<file path="config.mk">
export PLATFORM = sky130hd
export DESIGN_NAME = sa_run_controller_flat
export DESIGN_NICKNAME = d
export VERILOG_FILES = /design/src/rtl/sa_run_controller_pkg.sv /design/src/rtl/sa_run_controller_if.sv /design/src/rtl/sa_run_controller_step_counter.sv /design/src/rtl/sa_run_controller.sv /design/src/flat_wrapper.sv
export SDC_FILE = /design/constraint.sdc
export NUM_CORES = 1
export LEC_CHECK = 0
export ABC_AREA = 1
export BUFFER_PORTS_ARGS = -buffer_cell sky130_fd_sc_hd__buf_2
export CAP_MARGIN = 20
export CELL_PAD_IN_SITES_DETAIL_PLACEMENT = 2
export CELL_PAD_IN_SITES_GLOBAL_PLACEMENT = 2
export CORE_MARGIN = 2
export CORE_UTILIZATION = 27
export CTS_CLUSTER_DIAMETER = 150
export DETAILED_ROUTE_END_ITERATION = 6
export PLACE_DENSITY = 0.85
export SYNTH_ARGS = -nofsm -noshare
export SYNTH_HDL_FRONTEND = slang
export SYNTH_SLANG_ARGS = --single-unit
export TNS_END_PERCENT = 30
</file>
<file path="constraint.sdc">
create_clock -name m_clk -period 3.4 [get_ports m_clk]
set_input_delay 0.17 -clock m_clk [delete_from_list [all_inputs] [get_ports m_clk]]
set_output_delay 0.17 -clock m_clk [all_outputs]
set_load 0.005 [all_outputs]
</file>
<file path="src/rtl/sa_run_controller_pkg.sv">
// Shared definitions for the systolic-array run controller and its feeder control:
// state encoding, run-phase lengths and the step-index width.
package sa_pkg;

    typedef enum logic [2:0] {
        ST_IDLE,
        ST_CLEAR,
        ST_FEED,
        ST_DRAIN,
        ST_DONE
    } sa_state_t;

    localparam int RUN_COUNT_W = 16;

    // Step runs 0..3N-3, so 3N values must be representable.
    function automatic int cnt_w(input int n);
        return $clog2(3 * n);
    endfunction

    function automatic int feed_len(input int n);
        return 2 * n - 1;
    endfunction

    function automatic int drain_len(input int n);
        return n - 1;
    endfunction

endpackage

</file>
<file path="src/rtl/sa_run_controller_if.sv">
// Host/array-side handshake bundle of the run controller.
// run_count exists only when SA_CTRL_PERF_EN is defined.
interface sa_run_controller_if
    import sa_pkg::*;
#(
    parameter int N = 8
);
    localparam int CNT_W = cnt_w(N);

    logic             start;
    logic             abort;
    logic             result_ack;
    logic             clr_acc;
    logic             sa_en;
    logic             feed_valid;
    logic [CNT_W-1:0] step;
    logic             busy;
    logic             done;
    logic             result_valid;
`ifdef SA_CTRL_PERF_EN
    logic [RUN_COUNT_W-1:0] run_count;
`endif

    modport master (
        output start, abort, result_ack,
        input  clr_acc, sa_en, feed_valid, step, busy, done, result_valid
`ifdef SA_CTRL_PERF_EN
        , input run_count
`endif
    );

    modport slave (
        input  start, abort, result_ack,
        output clr_acc, sa_en, feed_valid, step, busy, done, result_valid
`ifdef SA_CTRL_PERF_EN
        , output run_count
`endif
    );

endinterface

</file>
<file path="src/rtl/sa_run_controller_step_counter.sv">
// Loadable up-counter with synchronous clear, count enable and a terminal-match flag.
module sa_step_counter #(
    parameter int W = 4
) (
    input  logic         m_clk,
    input  logic         rst,
    input  logic         i_clr,
    input  logic         i_load,
    input  logic [W-1:0] i_load_val,
    input  logic         i_en,
    input  logic [W-1:0] i_term_val,
    output logic [W-1:0] o_count,
    output logic         o_term
);

    logic [W-1:0] r_count;

    always_ff @(posedge m_clk or posedge rst) begin
        if (rst) begin
            r_count <= '0;
        end else if (i_clr) begin
            r_count <= '0;
        end else if (i_load) begin
            r_count <= i_load_val;
        end else if (i_en) begin
            r_count <= r_count + 1'b1;
        end
    end

    assign o_count = r_count;
    assign o_term  = (r_count == i_term_val);

endmodule

</file>
<file path="src/rtl/sa_run_controller.sv">
// Run sequencer for the NxN systolic array: start/done handshake, array enable,
// accumulator clear and skew step. Optional run counter under SA_CTRL_PERF_EN.
module sa_run_controller
    import sa_pkg::*;
#(
    parameter int N = 8
) (
    input  logic                m_clk,
    input  logic                rst,
    sa_run_controller_if.slave  bus
);

    localparam int               CNT_W      = cnt_w(N);
    localparam logic [CNT_W-1:0] FEED_LAST  = CNT_W'(feed_len(N) - 1);
    localparam logic [CNT_W-1:0] DRAIN_LAST = CNT_W'(feed_len(N) + drain_len(N) - 1);

    sa_state_t        r_state;
    sa_state_t        w_next_state;
    logic             r_result_valid;
    logic [CNT_W-1:0] w_step;
    logic [CNT_W-1:0] w_term_val;
    logic             w_term;
    logic             w_cnt_en;

    always_ff @(posedge m_clk or posedge rst) begin
        if (rst) begin
            r_state <= ST_IDLE;
        end else begin
            r_state <= w_next_state;
        end
    end

    always_comb begin
        w_next_state    = r_state;
        w_cnt_en        = 1'b0;
        bus.clr_acc     = 1'b0;
        bus.sa_en       = 1'b0;
        bus.feed_valid  = 1'b0;
        bus.busy        = 1'b0;
        bus.done        = 1'b0;
        case (r_state)
            ST_IDLE: begin
                if (bus.start && !bus.abort) w_next_state = ST_CLEAR;
            end
            ST_CLEAR: begin
                bus.clr_acc  = 1'b1;
                bus.busy     = 1'b1;
                w_next_state = bus.abort ? ST_IDLE : ST_FEED;
            end
            ST_FEED: begin
                bus.sa_en      = 1'b1;
                bus.feed_valid = 1'b1;
                bus.busy       = 1'b1;
                if (bus.abort)   w_next_state = ST_IDLE;
                else if (w_term) w_next_state = (N == 1) ? ST_DONE : ST_DRAIN;
            end
            ST_DRAIN: begin
                bus.sa_en = 1'b1;
                bus.busy  = 1'b1;
                if (bus.abort)   w_next_state = ST_IDLE;
                else if (w_term) w_next_state = ST_DONE;
            end
            ST_DONE: begin
                bus.done     = 1'b1;
                w_next_state = (bus.start && !bus.abort) ? ST_CLEAR : ST_IDLE;
            end
            default: w_next_state = ST_IDLE;
        endcase
        // Step keeps counting across FEED->DRAIN; any other move zeroes it.
        w_cnt_en = ((r_state == ST_FEED) || (r_state == ST_DRAIN)) &&
                   ((w_next_state == ST_FEED) || (w_next_state == ST_DRAIN));
    end

    assign w_term_val = (r_state == ST_DRAIN) ? DRAIN_LAST : FEED_LAST;

    sa_step_counter #(
        .W (CNT_W)
    ) u_step_counter (
        .m_clk      (m_clk),
        .rst        (rst),
        .i_clr      (!w_cnt_en),
        .i_load     (1'b0),
        .i_load_val ('0),
        .i_en       (w_cnt_en),
        .i_term_val (w_term_val),
        .o_count    (w_step),
        .o_term     (w_term)
    );

    // An ack coincident with the done pulse loses to the completion being flagged.
    always_ff @(posedge m_clk or posedge rst) begin
        if (rst) begin
            r_result_valid <= 1'b0;
        end else if (w_next_state == ST_CLEAR) begin
            r_result_valid <= 1'b0;
        end else if ((w_next_state == ST_DONE) || (r_state == ST_DONE)) begin
            r_result_valid <= 1'b1;
        end else if (bus.result_ack) begin
            r_result_valid <= 1'b0;
        end
    end

    assign bus.step         = w_step;
    assign bus.result_valid = r_result_valid;

`ifdef SA_CTRL_PERF_EN
    logic [RUN_COUNT_W-1:0] r_run_count;

    always_ff @(posedge m_clk or posedge rst) begin
        if (rst) begin
            r_run_count <= '0;
        end else if ((r_state == ST_DONE) && (r_run_count != {RUN_COUNT_W{1'b1}})) begin
            r_run_count <= r_run_count + 1'b1;
        end
    end

    assign bus.run_count = r_run_count;
`endif

endmodule

</file>
<file path="src/flat_wrapper.sv">
// flat-port wrapper written by rule: the top's interface ports become plain ports
module sa_run_controller_flat import sa_pkg::*;
#(
    parameter int N = 8
)
  (m_clk, rst, bus_start, bus_abort, bus_result_ack, bus_clr_acc, bus_sa_en, bus_feed_valid, bus_step, bus_busy, bus_done, bus_result_valid);
  sa_run_controller_if #(.N(N)) bus_i ();
  input  logic m_clk;
  input  logic rst;
  input wire logic [$bits(bus_i.start)-1:0] bus_start;
  input wire logic [$bits(bus_i.abort)-1:0] bus_abort;
  input wire logic [$bits(bus_i.result_ack)-1:0] bus_result_ack;
  output wire logic [$bits(bus_i.clr_acc)-1:0] bus_clr_acc;
  output wire logic [$bits(bus_i.sa_en)-1:0] bus_sa_en;
  output wire logic [$bits(bus_i.feed_valid)-1:0] bus_feed_valid;
  output wire logic [$bits(bus_i.step)-1:0] bus_step;
  output wire logic [$bits(bus_i.busy)-1:0] bus_busy;
  output wire logic [$bits(bus_i.done)-1:0] bus_done;
  output wire logic [$bits(bus_i.result_valid)-1:0] bus_result_valid;
  assign bus_i.start = bus_start;
  assign bus_i.abort = bus_abort;
  assign bus_i.result_ack = bus_result_ack;
  assign bus_clr_acc = bus_i.clr_acc;
  assign bus_sa_en = bus_i.sa_en;
  assign bus_feed_valid = bus_i.feed_valid;
  assign bus_step = bus_i.step;
  assign bus_busy = bus_i.busy;
  assign bus_done = bus_i.done;
  assign bus_result_valid = bus_i.result_valid;
  sa_run_controller #(.N(N)) u_core (.m_clk(m_clk), .rst(rst), .bus(bus_i));
endmodule
</file>
==> flow_summary.toml, run 1 <==
[run_status]
status = "completed"

[timing]
clock.fmax_ghz = 0.716
final.setup_skew_ps = 3.41
rsz0062_at_grt = "no"
min_period_ps = 1400
fin_ws_ps = 2000
setup_viol_count_final = 0
maxSlewViolCount = 0
hold_violations = 0
tightest_slew_ps = 355
post-route-period-util = 0.411
tns_ps = 0
relSlewSlack = 0.763

[die]
std_cell_rows = 15
core_area_sq_um = 1760
die_w_microns = 47.6
dieArea_sq_um = 2260
die_h_microns = 47.6
start_util = 0.291
io-pin-count = 16

[synth]
yosysWarnings = 0
seq_area_frac_synth = 0.439
ys_types = 16
synth_cells = 68
synth-seq-cells = 9
syn_area_sq_um = 513
syn-num-nets = 74
avgSynthCellArea_sq_um = 7.54

[pwr]
pwr-share-clk = 0.351
p_leak_nw = 0.395
ir_drop_v = 0.000180
p_sw_mw = 0.0644
pwr_density_cell_nw_per_um2 = 356
combPwrFrac = 0.167
p_int_mw = 0.169
p_sw_frac = 0.276
seqPwrFrac = 0.482

[min_path]
worstHoldPathType = "input port to register"

[final_layout]
drive_above_1_share = 0.284
antenna_cells = 0
final_util = 0.372
nFillCells = 236
num-nets-final = 95
syn2layout_area_growth_pct = 27.8

[place]
gp_congestion = 0.712
dpl_worst_slack_ps = 2080
io_buffers = 15
dp_hpwl_microns = 1150

[critical_path]
critPathArrivalTime_ps = 1230
ff2ff_setup_slack_ps = 2070
worstSetupStartpointType = "register"
end_kind = "primary output"
cp.required_ps = 3230
crit_type = "register to primary output"
critPathMaxFanout = 4

[cts]
path_clk_slew_ps = 60
cts_sinks = 9
cts_tree = "done"
ctsRootBufferMaster = "clkbuf_4"
htree_num_levels = 1
clockBufferDepth = 2
clock_latency_ps = 260
numCtsBuffers = 3
cts-resized-gates = 0

[detailed_routing]
drt_iter0_markers = 1
drt_wl_total_microns = 1430
drc = 0
avgViaCountPerCell = 4.25
drtPass1Iterations = 2
wire_per_inst_microns = 12.7
num_vias = 480
ant_nets = 0

[grt]
grt_max_degree = 10
grt_pass1_vias = 541
antenna_found_initial = 0
overflow = 0
grt_usage = 0.149
grt_first_pass_wirelength_microns = 2250

[flow_run]
timing.max_cap.violations = 0
==> synth_stat cells <==
library cell / number / area [sq um]
inv_1: 18 / 67.6
o21ai_1: 2 / 10.0
nand2_2: 2 / 12.5
nand3_1: 5 / 25.0
nand4_1: 2 / 12.5
nor3_1: 1 / 5.00
nor2_1: 9 / 33.8
nand2_1: 10 / 37.5
inv_2: 2 / 7.51
ha_1: 1 / 12.5
nor2_4: 2 / 22.5
dfrtp_1: 9 / 225
xnor2_1: 1 / 8.76
nor3_2: 1 / 10.0
a21oi_1: 1 / 5.00
xor2_1: 2 / 17.5
==> path summary, 6_finish.rpt <==
kind / startpoint / to / cells past startpoint
max in group asynchronous: rst / u_core.u_step_counter.o_count[0] / 3
hold reg to reg: u_core.u_step_counter.o_count[0] / u_core.u_step_counter.o_count[0] / 1
hold / removal: bus_abort / u_core.r_state[2] / 4
setup / recovery: u_core.r_state[2] / bus_done / 3
setup reg to reg: u_core.u_step_counter.o_count[1] / u_core.u_step_counter.o_count[3] / 8
min in group asynchronous: rst / u_core.bus.result_valid / 3
==> state kept, by name, indices dropped and copies added (netlist names) <==
name and cells:
u_core.u_step_counter.o_count 5, u_core.bus.result_valid 1, u_core.r_state 3
==> layout make-up <==
type                            count  area (sq um)  share of cell area
Multi-Input combinational cell     39           213               0.324
Timing Repair Buffer               16          85.1               0.130
Inverter                           20          75.1               0.115
Clock buffer                        4          26.3              0.0401
Tap cell                           25          31.3              0.0477
Sequential cell                     9           225               0.344
==> what timing repair did <==
| action | 4_1_cts | 5_1_grt |
|---|---|---|
| setup buffers | 0 | 0 |
| endpoints found under the hold margin | 9 | 0 |
| hold buffers | 1 | 0 |
==> power by group through the flow <==
stage | Combinational [mW] | Sequential [mW] | Clock [mW]
6_report | 0.0390 | 0.113 | 0.0819
5_1_grt | 0.0449 | 0.113 | 0.0901
4_1_cts | 0.0400 | 0.112 | 0.0876
3_5_place_dp | 0.0388 | 0.115 | 0
3_3_place_gp | 0.0367 | 0.114 | 0
2_1_floorplan | 0.0249 | 0.114 | 0
==> layer usage <==
metal	track usage	wire length, microns	vias to the layer above
met4	0.0973	0	0
met1	0.169	610	231
met2	0.262	784	8
met3	0.0151	37	0
li1	-	-	241
met5	0	0	-
==> kinds of logic (layout without fill, tap and decap cells) <==
family          after synthesis  in the layout  synth area share
xor+xnor                      3              3            0.0512
simple gates                 32             32             0.310
flops                         9              9             0.439
fa+ha+maj                     1              1            0.0244
compound gates                3              3            0.0293
buf+inv                      20             40             0.146
==> placed cells by master (no fill, tap or decap), drive strengths merged <==
cell type	n
o21ai	2
nor3	2
nand3	5
clkbuf	4
ha	1
buf	15
a21oi	1
dlygate4sd3	1
nand4	2
nor2	11
dfrtp	9
xor2	2
inv	20
xnor2	1
nand2	12
==> worst max-delay path, cell delays in order, from the launching register on <==
cell,delay (ps)
dfrtp_1,450
inv_1,110
nor3_1,230
buf_2,170
==> stage by stage <==
step / cell area [sq um] / total power, mW / hold slack (ps) / instances
floorplan: 513 / 0.139 / -2.08 / 68
global placement: 619 / 0.151 / 141 / 108
detailed placement: 619 / 0.153 / 155 / 108
CTS: 656 / 0.240 / 252 / 113
global route: 656 / 0.248 / 270 / 113
finish: 656 / 0.233 / 258 / 113
(Power assumes the default switching activity.)
==> inputs of run 2 (changes only) <==
--- a/config.mk
+++ b/config.mk
@@ -11,10 +11,10 @@
 export CELL_PAD_IN_SITES_DETAIL_PLACEMENT = 2
 export CELL_PAD_IN_SITES_GLOBAL_PLACEMENT = 2
 export CORE_MARGIN = 2
-export CORE_UTILIZATION = 27
+export CORE_UTILIZATION = 23
 export CTS_CLUSTER_DIAMETER = 150
 export DETAILED_ROUTE_END_ITERATION = 6
-export PLACE_DENSITY = 0.85
+export PLACE_DENSITY = 0.78
 export SYNTH_ARGS = -nofsm -noshare
 export SYNTH_HDL_FRONTEND = slang
 export SYNTH_SLANG_ARGS = --single-unit
==> constraint.sdc (replaced) <==
create_clock -name m_clk -period 1.1 [get_ports m_clk]
set_input_delay 0.055 -clock m_clk [delete_from_list [all_inputs] [get_ports m_clk]]
set_output_delay 0.055 -clock m_clk [all_outputs]
set_load 0.005 [all_outputs]
==> run 2 against run 1 <==
  * The run now ends with setup timing left
  * Register-to-register slack lost 2200 ps
  * Global-route usage grew 0.70 points
  * Routed wire length grew 22%
  * Clock skew shrank 2.2 ps
  * Utilization grew 2.6 points
  * Hold slack lost 100 ps
  * Worst setup slack lost 2200 ps
  * Total power grew to 3.4 times the previous value
  * Die area grew 16%
  * Non-clock buffer count grew 18
  * First-iteration DRC count grew to 3.0 times the previous value
  * Sequential share of layout area shrank 7.8 points
==> flow_summary.toml, run 2 (synthesis results as in run 1) <==
[timing]
final.setup_skew_ps = 1.18
whs_ps = 155
hold_violations = 0
maxSlewViolCount = 0
setup_viol_count_final = 14
tightest_slew_ps = 334
tns_ps = -1720
rsz0062_at_grt = "yes"
post-route-period-util = 1.16
fin_ws_ps = -176
clock.fmax_ghz = 0.784
min_period_ps = 1280
relSlewSlack = 0.777

[pwr]
pwr_density_cell_nw_per_um2 = 920
ir_drop_v = 0.000523
power_mw = 0.794
p_leak_nw = 0.499

[die]
start_util = 0.236
die_h_microns = 51.2
die_w_microns = 51.2
dieArea_sq_um = 2620
std_cell_rows = 17
core_area_sq_um = 2170
io-pin-count = 16

[critical_path]
cp.required_ps = 1290
critPathArrivalTime_ps = 1470
cp_cell_sequence = "inv_2, nand3_2, nand2_2, inv_2, nand2_2, inv_2, nor2_4, nand2_4, nor2_4"
crit_family = "simple AND/OR/NAND/NOR gates"
end_kind = "register"
crit_slowest_cell = "dfrtp_2"
crit_top_cell = "inv_2"
r2r_cells = 9
critPathMaxFanout = 5
crit_buf_inv = 3
path_depth = 9
crit_type = "register to register"
slowest_delay_ps = 460
worstSetupStartpointType = "register"

[grt]
grt_usage = 0.156
overflow = 0
grt_pass1_vias = 661
antenna_found_initial = 0
grt_max_degree = 10
grt_first_pass_wirelength_microns = 2900

[detailed_routing]
drt_wl_total_microns = 1750
drc = 0
drt_iter0_markers = 3
ant_nets = 0
wire_per_inst_microns = 13.0
drtPass1Iterations = 4
avgViaCountPerCell = 4.18
num_vias = 560

[final_layout]
final_common_cell = "buf_4"
final_cells = 134
drive_above_1_share = 0.594
final_cell_mix = "buf_4, inv_1, buf_2"
nFillCells = 269
seq_area_sq_um = 229
design_area_sq_um = 863
largest_reg_flops = 5
multi_input_area_sq_um = 272
antenna_cells = 0
syn2layout_area_growth_pct = 68.3
num-nets-final = 113

[min_path]
min_path_cells = 4
worstHoldPathType = "input port to register"

[place]
placed_cells = 124
io_buffers = 15
placed_area_sq_um = 724
dp_hpwl_microns = 1390
gp_congestion = 0.766

[cts]
clock_latency_ps = 250
numCtsBuffers = 3
cts_sinks = 9
path_clk_slew_ps = 60
ctsRootBufferMaster = "clkbuf_4"
cts_tree = "done"
clockBufferDepth = 2
htree_num_levels = 1

[flow_run]
timing.max_cap.violations = 0

[run_status]
violations = "setup timing"
status = "finished with violations"
run 2: cell count changes in the layout (fill, tap and decap cells not counted), sizes merged:
cell	delta
buf	+18
run 2: final cells by class:
class | count | share of cell area
sequential | 9 | 0.265
clock buffer | 4 | 0.0304
tap | 28 | 0.0406
multi-input combinational | 39 | 0.314
timing repair buffer | 34 | 0.262
inverter | 20 | 0.0870
run 2: worst min-delay path: stages:
cell and delay, ps:
buf_2 80, inv_1 50, nand4_1 130, inv_1 50
run 2: final timing paths:
kind	from	end	slack, ps
worst max-delay path	u_core.r_state[2]	u_core.u_step_counter.o_count[1]	-180
worst min-delay path	bus_abort	u_core.r_state[2]	160
worst max register to register	u_core.r_state[2]	u_core.u_step_counter.o_count[1]	-180
worst min register to register	u_core.u_step_counter.o_count[0]	u_core.u_step_counter.o_count[0]	600
max in group asynchronous	rst	u_core.u_step_counter.o_count[0]	540
min in group asynchronous	rst	u_core.r_state[1]	300
run 2: repair_timing:
item,4_1_cts,5_1_grt
resized for setup,12,11
hold endpoints to repair,9,0
endpoints found under the setup margin,13,14
hold buffers,1,0
pin swaps,1,3
setup buffers,3,2
run 2: stage by stage:
step / util / setup WS [ps]
6_report: 0.398 / -176
5_1_grt: 0.398 / -273
4_1_cts: 0.374 / -171
3_5_place_dp: 0.334 / -205
3_3_place_gp: 0.334 / -118
2_1_floorplan: - / -27.6
run 2: where the power goes:
group,switching (mW),internal [mW]
registers,0.0112,0.340
logic,0.103,0.0936
clock network,0.107,0.139
total,0.221,0.573
run 2: routing by layer:
layer,vias up,GRT usage,wire [microns]
li1,276,-,-
met1,268,0.172,706
met2,12,0.294,973
met3,4,0.00877,31
met4,0,0.0833,36
met5,-,0,0
==> inputs of run 3 (changes only) <==
--- a/config.mk
+++ b/config.mk
@@ -14,7 +14,7 @@
 export CORE_UTILIZATION = 23
 export CTS_CLUSTER_DIAMETER = 150
 export DETAILED_ROUTE_END_ITERATION = 6
-export PLACE_DENSITY = 0.78
+export PLACE_DENSITY_LB_ADDON = 0.1
 export SYNTH_ARGS = -nofsm -noshare
 export SYNTH_HDL_FRONTEND = slang
 export SYNTH_SLANG_ARGS = --single-unit
==> run 3 against run 2 <==
  * The flow still finishes with violations (setup timing)
  * Via count down 1.3%
  * Maximum frequency fell by 2.9%
  * Count of clock-buffer cells in the layout unchanged
  * Global-route usage shrank 1.0 points
  * Total power is 7.0% higher
  * Sequential cell count stayed put
  * Highest routed layer unchanged
==> flow_summary.toml, run 3 (synthesis results as in run 1) <==
[run_status]
status = "finished with violations"
violations = "setup timing"

[grt]
grt_usage = 0.145
grt_first_pass_wirelength_microns = 2820
grt_max_degree = 10
grt_pass1_vias = 603
antenna_found_initial = 0
overflow = 0

[final_layout]
final_cell_mix = "buf_4, inv_1, buf_2"
multi_input_area_sq_um = 262
syn2layout_area_growth_pct = 71.0
largest_reg_flops = 5
nFillCells = 270
final_common_cell = "buf_4"
num-nets-final = 115
seq_area_sq_um = 226
design_area_sq_um = 877
final_util = 0.404
final_cells = 136
antenna_cells = 0
drive_above_1_share = 0.537

[detailed_routing]
drtPass1Iterations = 2
wire_per_inst_microns = 12.6
drc = 0
ant_nets = 0
drt_iter0_markers = 2
num_vias = 553
drt_wl_total_microns = 1710
avgViaCountPerCell = 4.07

[pwr]
seqPwrFrac = 0.408
pwr-share-clk = 0.322
p_sw_frac = 0.299
pwr_density_cell_nw_per_um2 = 969
p_leak_nw = 0.511
power_mw = 0.850
ir_drop_v = 0.000538
p_int_mw = 0.596
p_sw_mw = 0.254
combPwrFrac = 0.271

[die]
start_util = 0.236
dieArea_sq_um = 2620
die_h_microns = 51.2
core_area_sq_um = 2170
io-pin-count = 16
die_w_microns = 51.2
std_cell_rows = 17

[place]
dpl_worst_slack_ps = -218
placed_cells = 125
gp_congestion = 0.768
placed_area_sq_um = 732
dp_hpwl_microns = 1230
io_buffers = 15

[min_path]
min_path_cells = 4
worstHoldPathType = "input port to register"

[cts]
numCtsBuffers = 3
cts_sinks = 9
clockBufferDepth = 2
path_clk_slew_ps = 70
ctsRootBufferMaster = "clkbuf_4"
clock_latency_ps = 270
htree_num_levels = 1
cts_tree = "done"

[critical_path]
ff2ff_setup_slack_ps = -210
slowest_delay_ps = 470
crit_top_cell = "inv_2"
worstSetupStartpointType = "register"
cp_cell_sequence = "inv_2, nand3_2, nand2_1, inv_1, nand2_2, inv_2, nor2_4, nand2_4, nor2_1"
crit_slowest_cell = "dfrtp_2"
crit_type = "register to register"
r2r_cells = 9
critPathArrivalTime_ps = 1520
end_kind = "register"
cp.required_ps = 1300
critPathMaxFanout = 5

[timing]
final.setup_skew_ps = 1.63
whs_ps = 126
rsz0062_at_grt = "yes"
min_period_ps = 1310
hold_violations = 0
setup_viol_count_final = 14
tns_ps = -2070
fin_ws_ps = -214
clock.fmax_ghz = 0.761
tightest_slew_ps = 382
post-route-period-util = 1.19
maxSlewViolCount = 0
relSlewSlack = 0.745

[flow_run]
timing.max_cap.violations = 0
run 3: path summary, 6_finish.rpt:
check                                                         to                     from
worst max-delay path            u_core.u_step_counter.o_count[0]        u_core.r_state[2]
worst min-delay path                           u_core.r_state[2]                bus_abort
worst max register to register  u_core.u_step_counter.o_count[0]        u_core.r_state[2]
worst min register to register           u_core.bus.result_valid  u_core.bus.result_valid
max in group asynchronous                      u_core.r_state[2]                      rst
min in group asynchronous       u_core.u_step_counter.o_count[1]                      rst
run 3: critical path, delay by kind of cell (launching register included):
family                 cells  cell delay [ps]
flip-flops                 1              470
buffers and inverters      3              220
AND/OR/NAND/NOR            6              550
run 3: metal layers:
metal,vias to the layer above,part of all wire,GRT usage
li1,282,-,-
met1,258,0.45,0.193
met2,11,0.51,0.236
met3,2,0.028,0.0263
met4,0,0.0076,0.0526
met5,-,0,0
run 3: repair_timing:
item / 4_1_cts / 5_1_grt
resized for setup: 16 / 4
hold buffers: 1 / 0
endpoints found under the setup margin: 13 / 14
endpoints found under the hold margin: 9 / 0
setup buffers: 5 / 1
pin swaps: 5 / 3
run 3: area by class of cell:
| class | count | area share |
|---|---|---|
| Timing Repair Buffer | 36 | 0.288 |
| Clock buffer | 4 | 0.0300 |
| Sequential cell | 9 | 0.258 |
| Tap cell | 28 | 0.0399 |
| Multi-Input combinational cell | 39 | 0.298 |
| Inverter | 20 | 0.0856 |
run 3: power by group through the flow:
| stage | Sequential, mW | Clock, mW | Combinational, mW |
|---|---|---|---|
| after global placement | 0.353 | 0 | 0.154 |
| final | 0.347 | 0.273 | 0.230 |
| after floorplan | 0.352 | 0 | 0.0774 |
| after detailed placement | 0.353 | 0 | 0.156 |
| after global routing | 0.347 | 0.301 | 0.252 |
| after CTS | 0.345 | 0.277 | 0.216 |
